==> src/rtl/pad_config_loader.sv <==
// Pad configuration store and dual serial-chain loader: holds one word per pad and
// shifts a snapshot out on two chains, then pulses serial_load to latch them.
module pad_config_loader #(
    parameter int                  AREA1PADS   = 14,
    parameter int                  TOTAL_PADS  = 27,
    parameter int                  CFG_BITS    = 13,
    parameter int                  CLK_DIV     = 4,
    parameter logic [CFG_BITS-1:0] DEFAULT_CFG = 13'h0403,
    localparam int                 AW          = (TOTAL_PADS > 1) ? $clog2(TOTAL_PADS) : 1
) (
    input  logic                wb_clk_i,
    input  logic                wb_rst_i,
    input  logic                cfg_we,
    input  logic [AW-1:0]       cfg_addr,
    input  logic [CFG_BITS-1:0] cfg_wdata,
    output logic [CFG_BITS-1:0] cfg_rdata,
    input  logic                xfer_start,
    output logic                xfer_busy,
    output logic                xfer_done,
    output logic                serial_clock,
    output logic                serial_load,
    output logic                serial_resetn,
    output logic                serial_data_1,
    output logic                serial_data_2
);

    localparam int N1     = AREA1PADS;
    localparam int N2     = TOTAL_PADS - AREA1PADS;
    localparam int MAXLEN = ((N1 > N2) ? N1 : N2) * CFG_BITS;
    localparam int HALF   = CLK_DIV / 2;
    localparam int DW     = $clog2(CLK_DIV);
    localparam int BW     = (MAXLEN > 1) ? $clog2(MAXLEN) : 1;
    localparam logic [AW:0] NPADS = (AW+1)'(TOTAL_PADS);

    typedef enum logic [2:0] {IDLE, CHAIN_RST, SHIFT, LOAD, DONE} state_t;

    logic [TOTAL_PADS-1:0][CFG_BITS-1:0] cfg_mem;
    logic addr_ok, wr_en;

    assign addr_ok = {1'b0, cfg_addr} < NPADS;
    assign wr_en   = cfg_we && addr_ok && !xfer_busy;

    always_ff @(posedge wb_clk_i) begin
        if (wb_rst_i)
            cfg_mem <= {TOTAL_PADS{DEFAULT_CFG}};
        else if (wr_en)
            cfg_mem[cfg_addr] <= cfg_wdata;
    end

    // Write data is forwarded so a write is readable on the very next cycle.
    always_ff @(posedge wb_clk_i) begin
        if (wb_rst_i)
            cfg_rdata <= '0;
        else if (wr_en)
            cfg_rdata <= cfg_wdata;
        else if (addr_ok)
            cfg_rdata <= cfg_mem[cfg_addr];
        else
            cfg_rdata <= '0;
    end

    // Chain images, MSB sent first; unused upper bits form the leading-zero padding.
    logic [MAXLEN-1:0] img1, img2, sr1, sr2;

    always_comb begin
        img1 = '0;
        img2 = '0;
        for (int k = 0; k < N1; k++)
            img1[k*CFG_BITS +: CFG_BITS] = cfg_mem[k];
        for (int k = 0; k < N2; k++)
            img2[(N2-1-k)*CFG_BITS +: CFG_BITS] = cfg_mem[N1+k];
    end

    state_t        state;
    logic [DW-1:0] div_cnt, div_nxt;
    logic [BW-1:0] bit_cnt;
    logic          div_last;

    assign div_last = div_cnt == DW'(CLK_DIV-1);
    assign div_nxt  = div_last ? '0 : div_cnt + DW'(1);

    // Outputs are assigned for the state being entered, so they line up with it.
    always_ff @(posedge wb_clk_i) begin
        if (wb_rst_i) begin
            state         <= IDLE;
            div_cnt       <= '0;
            bit_cnt       <= '0;
            sr1           <= '0;
            sr2           <= '0;
            xfer_busy     <= 1'b0;
            xfer_done     <= 1'b0;
            serial_clock  <= 1'b0;
            serial_load   <= 1'b0;
            serial_resetn <= 1'b0;
            serial_data_1 <= 1'b0;
            serial_data_2 <= 1'b0;
        end else begin
            case (state)
                IDLE: begin
                    xfer_done     <= 1'b0;
                    serial_clock  <= 1'b0;
                    serial_load   <= 1'b0;
                    serial_data_1 <= 1'b0;
                    serial_data_2 <= 1'b0;
                    serial_resetn <= !xfer_start;
                    xfer_busy     <= xfer_start;
                    div_cnt       <= '0;
                    bit_cnt       <= '0;
                    if (xfer_start) begin
                        state <= CHAIN_RST;
                        sr1   <= img1;
                        sr2   <= img2;
                    end
                end
                CHAIN_RST: begin
                    div_cnt <= div_nxt;
                    if (div_last) begin
                        state         <= SHIFT;
                        serial_resetn <= 1'b1;
                        serial_data_1 <= sr1[MAXLEN-1];
                        serial_data_2 <= sr2[MAXLEN-1];
                        sr1           <= sr1 << 1;
                        sr2           <= sr2 << 1;
                        bit_cnt       <= '0;
                    end
                end
                SHIFT: begin
                    div_cnt      <= div_nxt;
                    serial_clock <= div_nxt >= DW'(HALF);
                    if (div_last) begin
                        if (bit_cnt == BW'(MAXLEN-1)) begin
                            state         <= LOAD;
                            serial_load   <= 1'b1;
                            serial_clock  <= 1'b0;
                            serial_data_1 <= 1'b0;
                            serial_data_2 <= 1'b0;
                        end else begin
                            bit_cnt       <= bit_cnt + BW'(1);
                            serial_data_1 <= sr1[MAXLEN-1];
                            serial_data_2 <= sr2[MAXLEN-1];
                            sr1           <= sr1 << 1;
                            sr2           <= sr2 << 1;
                        end
                    end
                end
                LOAD: begin
                    div_cnt <= div_nxt;
                    if (div_last) begin
                        state       <= DONE;
                        serial_load <= 1'b0;
                        xfer_busy   <= 1'b0;
                        xfer_done   <= 1'b1;
                    end
                end
                DONE: begin
                    state     <= IDLE;
                    xfer_done <= 1'b0;
                end
                default: state <= IDLE;
            endcase
        end
    end

endmodule

==> config.mk <==
export PLATFORM = sky130hd
export DESIGN_NAME = pad_config_loader
export DESIGN_NICKNAME = d
export VERILOG_FILES = /design/src/rtl/pad_config_loader.sv
export SDC_FILE = /design/constraint.sdc
export NUM_CORES = 2
export LEC_CHECK = 0
export BUFFER_PORTS_ARGS = -buffer_cell sky130_fd_sc_hd__buf_2
export CAP_MARGIN = 20
export CELL_PAD_IN_SITES_DETAIL_PLACEMENT = 1
export CELL_PAD_IN_SITES_GLOBAL_PLACEMENT = 1
export CORE_ASPECT_RATIO = 1.1
export CORE_UTILIZATION = 28
export CTS_BUF_LIST = sky130_fd_sc_hd__clkbuf_2 sky130_fd_sc_hd__clkbuf_4 sky130_fd_sc_hd__clkbuf_8
export CTS_CLUSTER_SIZE = 25
export DETAILED_ROUTE_END_ITERATION = 7
export PLACE_DENSITY_LB_ADDON = 0.1
export SLEW_MARGIN = 20
export SYNTH_ARGS = -nofsm -noshare
export SYNTH_HDL_FRONTEND = slang
export SYNTH_SLANG_ARGS = --single-unit
==> constraint.sdc <==
create_clock -name wb_clk_i -period 2 [get_ports wb_clk_i]
set_input_delay 0.1 -clock wb_clk_i [delete_from_list [all_inputs] [get_ports wb_clk_i]]
set_output_delay 0.1 -clock wb_clk_i [all_outputs]
set_load 0.03 [all_outputs]
==> impl_summary.txt <==
----------------------------------------------------
[Outcome]
  Run status ... finished with violations
  Violated checks ... setup timing

[Pwr]
  Overall Power ... 36.94 mW
  Power density cells ... 887.3 mW/mm^2
  VDD IR max ... 0.6161 mV
  LEAKAGE ... 14.76 nW

[Worst setup path]
  CP Cell Sequence ... or3b_4, nor2_4, a311oi_4, buf_12, buf_16, buf_4, clkbuf_16, a311oi_1
  Peak per-stage delay on the critical path ... 430 ps
  Nature of the critical path startpoint ... flop
  Type of destination of the critical path ... flop
  Capturing element of the worst setup path ... sr1[146]$_SDFFE_PP0P_
  Worst R2R Path Depth ... 8
  Startpoint-to-endpoint class of the critical path ... flop to flop
  Worst Setup SP ... bit_cnt[6]$_SDFFE_PP0P_
  WP data required ... 2750 ps
  Reg2reg setup slack ... -130 ps
  Arrival time worst endpoint ... 2880 ps
  Crit-path max FO ... 21
  Startpoint of the worst register-to-register path ... bit_cnt[6]$_SDFFE_PP0P_
  End of the worst register-to-register path ... sr1[146]$_SDFFE_PP0P_
  Critical path's top delay family ... buffers and inverters
  Critical path depth ... 8
  Slowest-stage cell, CP ... or3b_4
  Number of buffer and inverter stages on the critical path ... 4

[Run]
  MaxCap Viol Count ... 0

[Die]
  Initial Utilization ... 28.33%
  Floorplan Core Area ... 0.1147 sq mm
  Die span in y ... 359.2 um
  Count of standard-cell rows ... 130
  Num ports ... 42
  Floorplan die width ... 326.8 um
  Die Area ... 0.1174 sq mm

[Global route]
  Vias in the first global route ... 30010
  Remaining global-route overflow ... 0
  Wire length of the first global-routing pass ... 198.5 mm
  Total GRT Usage ... 22.24%
  Pin count of the biggest net entering global routing ... 123
  Antenna violations before repair ... 9

[Yosys]
  Seq cells post-synth ... 748
  Distinct cell type count of the synthesized netlist ... 67
  Post-synth EDFFs ... 0
  Share of flip-flops with an asynchronous set or reset ... 0%
  Synth Flop Type ... dfxtp_1
  Syn nets ... 3904
  Count of warnings emitted by yosys ... 0
  Post-Syn Instances ... 3879
  Average footprint of a synthesized cell ... 8.375 sq um
  Post-synthesis instance area ... 0.03249 sq mm
  Part of the Yosys area used for sequential elements ... 46.09%

[STA]
  Worst-case headroom to the max-slew limit ... 48.27%
  Pins over their slew limit ... 0
  Number of setup violations in the final report ... 285
  Post-route fraction of the period consumed by the critical path ... 106.3%
  Fmax ... 470.5 MHz
  Crit path setup slack, layout ... -125.3 ps
  Final worst path period need ... 2125 ps
  Final Hold Fails ... 0
  Clock skew after layout ... 32.74 ps
  RSZ-0062 raised after global routing ... yes
  Worst-margin pin slew ... 776.0 ps

[Layout]
  # nets final ... 4133
  Final cell count without fillers ... 5730
  Area growth, synth to finish ... 28.16%
  Share of cells above drive strength 1 ... 20.67%
  Utilization after layout ... 36.31%
  Filler Cell Count ... 13310

[Min path]
  Path class of the lowest-slack min-delay path ... input port to flop

[Place]
  Final Wtd Congestion ... 0.8471
  Placed Cells ... 5399
  PortBufs ... 41
  HPWL reported at the end of detailed placement ... 88.45 mm
  Worst slack at placement ... -238.7 ps

[CTS]
  Clock tree root buffer cell ... clkbuf_8
  TritonCTS clock tree ... done
  TritonCTS Sinks ... 748
  Clock buffer depth ... 3
  CTS buffer count ... 143
  Clk slew on worst S/H paths ... 60 ps
  Insertion delay of the later-clocked pin in the worst-skew pair ... 860 ps
  CTS H-tree lvls ... 4

[Route]
  Detail-routed net length per standard cell ... 23.76 um
  Ratio of routed vias to standard cells ... 5.156
  Residual DRC count ... 0
  Vias ... 29550
  First-pass iteration count of the detailed router ... 5
  Initial DRC Count ... 1808
  Final wirelength ... 136.1 mm
  Antenna-violating nets left ... 0

----------------------------------------------------
## final cells by class
| type | instances | area, sq um | share of cell area, % |
|---|---|---|---|
| Clock buffer | 236 | 2873 | 6.900 |
| Multi-Input combinational cell | 2738 | 16250 | 39.04 |
| Antenna cell | 3 | 7.507 | 0.01803 |
| Timing Repair Buffer | 470 | 5527 | 13.27 |
| Tap cell | 1518 | 1899 | 4.562 |
| Clock inverter | 10 | 65.06 | 0.1563 |
| Inverter | 7 | 26.28 | 0.06311 |
| Sequential cell | 748 | 14980 | 35.99 |
## metal layers
layer / up-vias / share of wire, % / track usage [%]
met5: - / 0.045 / 0
li1: 14050 / - / -
met3: 197 / 3.5 / 3.283
met4: 10 / 2.4 / 6.460
met1: 14800 / 47 / 30.17
met2: 494 / 47 / 36.34
## report_power, final
| group | switching [mW] | internal, mW |
|---|---|---|
| Combinational | 2.86 | 2.05 |
| Sequential | 0.453 | 15.6 |
| Clock | 6.96 | 8.97 |
| Total | 10.3 | 26.7 |
## placed cells by master, fill, tap and decap left out, types with 18 or more instances in the layout
| cell type | netlist | routed |
|---|---|---|
| nand2_1 | 1019 | 1019 |
| dfxtp_1 | 748 | 742 |
| nor2_1 | 506 | 485 |
| a311oi_1 | 350 | 308 |
| buf_4 | 23 | 253 |
| a21oi_1 | 190 | 188 |
| clkbuf_8 | 0 | 177 |
| mux2i_1 | 163 | 163 |
| nand3_1 | 124 | 123 |
| buf_12 | 0 | 86 |
| clkbuf_4 | 0 | 60 |
| mux4_2 | 58 | 58 |
| nor2b_1 | 45 | 43 |
| nand3b_1 | 42 | 42 |
| a311oi_2 | 1 | 42 |
| buf_2 | 120 | 38 |
| a211o_1 | 37 | 37 |
| o21ai_0 | 28 | 28 |
| dlygate4sd3_1 | 0 | 23 |
| clkbuf_16 | 0 | 21 |
| buf_16 | 0 | 20 |
| nor2_2 | 0 | 18 |
## worst min path at each step
stage / startpoint / endpoint / slack [ps] / depth (start not counted)
6_report: wb_rst_i / sr1[99]$_SDFFE_PP0P_ / 140 / 3
3_3_place_gp: wb_rst_i / cfg_mem[89]$_SDFFE_PP0P_ / 410 / 2
3_5_place_dp: wb_rst_i / cfg_mem[89]$_SDFFE_PP0P_ / 410 / 2
5_1_grt: wb_rst_i / sr1[99]$_SDFFE_PP0P_ / 110 / 3
4_1_cts: wb_rst_i / sr1[99]$_SDFFE_PP0P_ / 40 / 3
2_1_floorplan: wb_rst_i / cfg_rdata[0]$_SDFF_PP0_ / 290 / 3
## sequential cells by signal (all words and copies together), names as in the netlist
register       count
state              3
serial_data_1      1
xfer_busy          1
cfg_mem          351
serial_data_2      1
serial_resetn      1
bit_cnt            8
xfer_done          1
serial_load        1
serial_clock       1
sr2              182
sr1              182
cfg_rdata         13
div_cnt            2
## cell usage after synthesis (4+ instances only)
cell type | n | area share [%]
nand3_1 | 124 | 1.9
inv_1 | 6 | 0.069
a311oi_1 | 350 | 9.4
xnor2_1 | 5 | 0.13
a22oi_1 | 16 | 0.37
o21ai_0 | 28 | 0.43
and2_1 | 5 | 0.096
a22o_1 | 7 | 0.19
nor4_1 | 7 | 0.13
mux4_2 | 58 | 4.0
clkbuf_1 | 225 | 2.6
nand2_1 | 1019 | 12
o22ai_1 | 12 | 0.23
o21bai_1 | 5 | 0.12
nor2_1 | 506 | 5.8
a211o_1 | 37 | 1.0
buf_4 | 23 | 0.53
a31oi_1 | 8 | 0.15
nand4_1 | 4 | 0.077
dfxtp_1 | 748 | 46
mux2i_1 | 163 | 5.0
o221ai_1 | 6 | 0.16
nor3_1 | 12 | 0.18
buf_1 | 18 | 0.21
mux2_2 | 15 | 0.52
nand2b_1 | 10 | 0.19
a211oi_1 | 9 | 0.21
nor2b_1 | 45 | 0.87
buf_2 | 120 | 1.8
nand3b_1 | 42 | 0.97
a21oi_1 | 190 | 2.9
## per-stage QoR
step,hold slack (ps),TNS [ps],area (sq um)
after floorplan,289.3,0,32490
after global placement,411.1,-29770,36760
after detailed placement,409.1,-39980,36760
after CTS,42.72,-22730,40370
after global routing,109.3,-47810,41630
final,137.9,-15230,41630
## cells by family (layout without fill, tap and decap cells)
logic type,count (synthesis),after routing,synth area share (%)
AND/OR/NAND/NOR,1799,1799,22.72
AO/OA/AOI/OAI,693,693,16.05
adder cells (fa/ha/maj),3,3,0.1156
multiplexers,236,236,9.563
XOR/XNOR,7,7,0.1887
flip-flops,748,748,46.09
other,0,3,0
buffers and inverters,393,723,5.269
## tightest hold or removal path: stages
cell and delay (ps):
dlygate4sd3_1 560, buf_8 220, a311oi_1 60
## what timing repair did
| item | in CTS | in global routing |
|---|---|---|
| setup buffers | 11 | 15 |
| hold buffers | 23 | 0 |
| cloned | 8 | 25 |
| resized for setup | 30 | 113 |
| pin swaps | 5 | 48 |
| endpoints found under the hold margin | 588 | 0 |
| setup endpoints to repair | 364 | 415 |
Power figures use the tool's default switching activity.
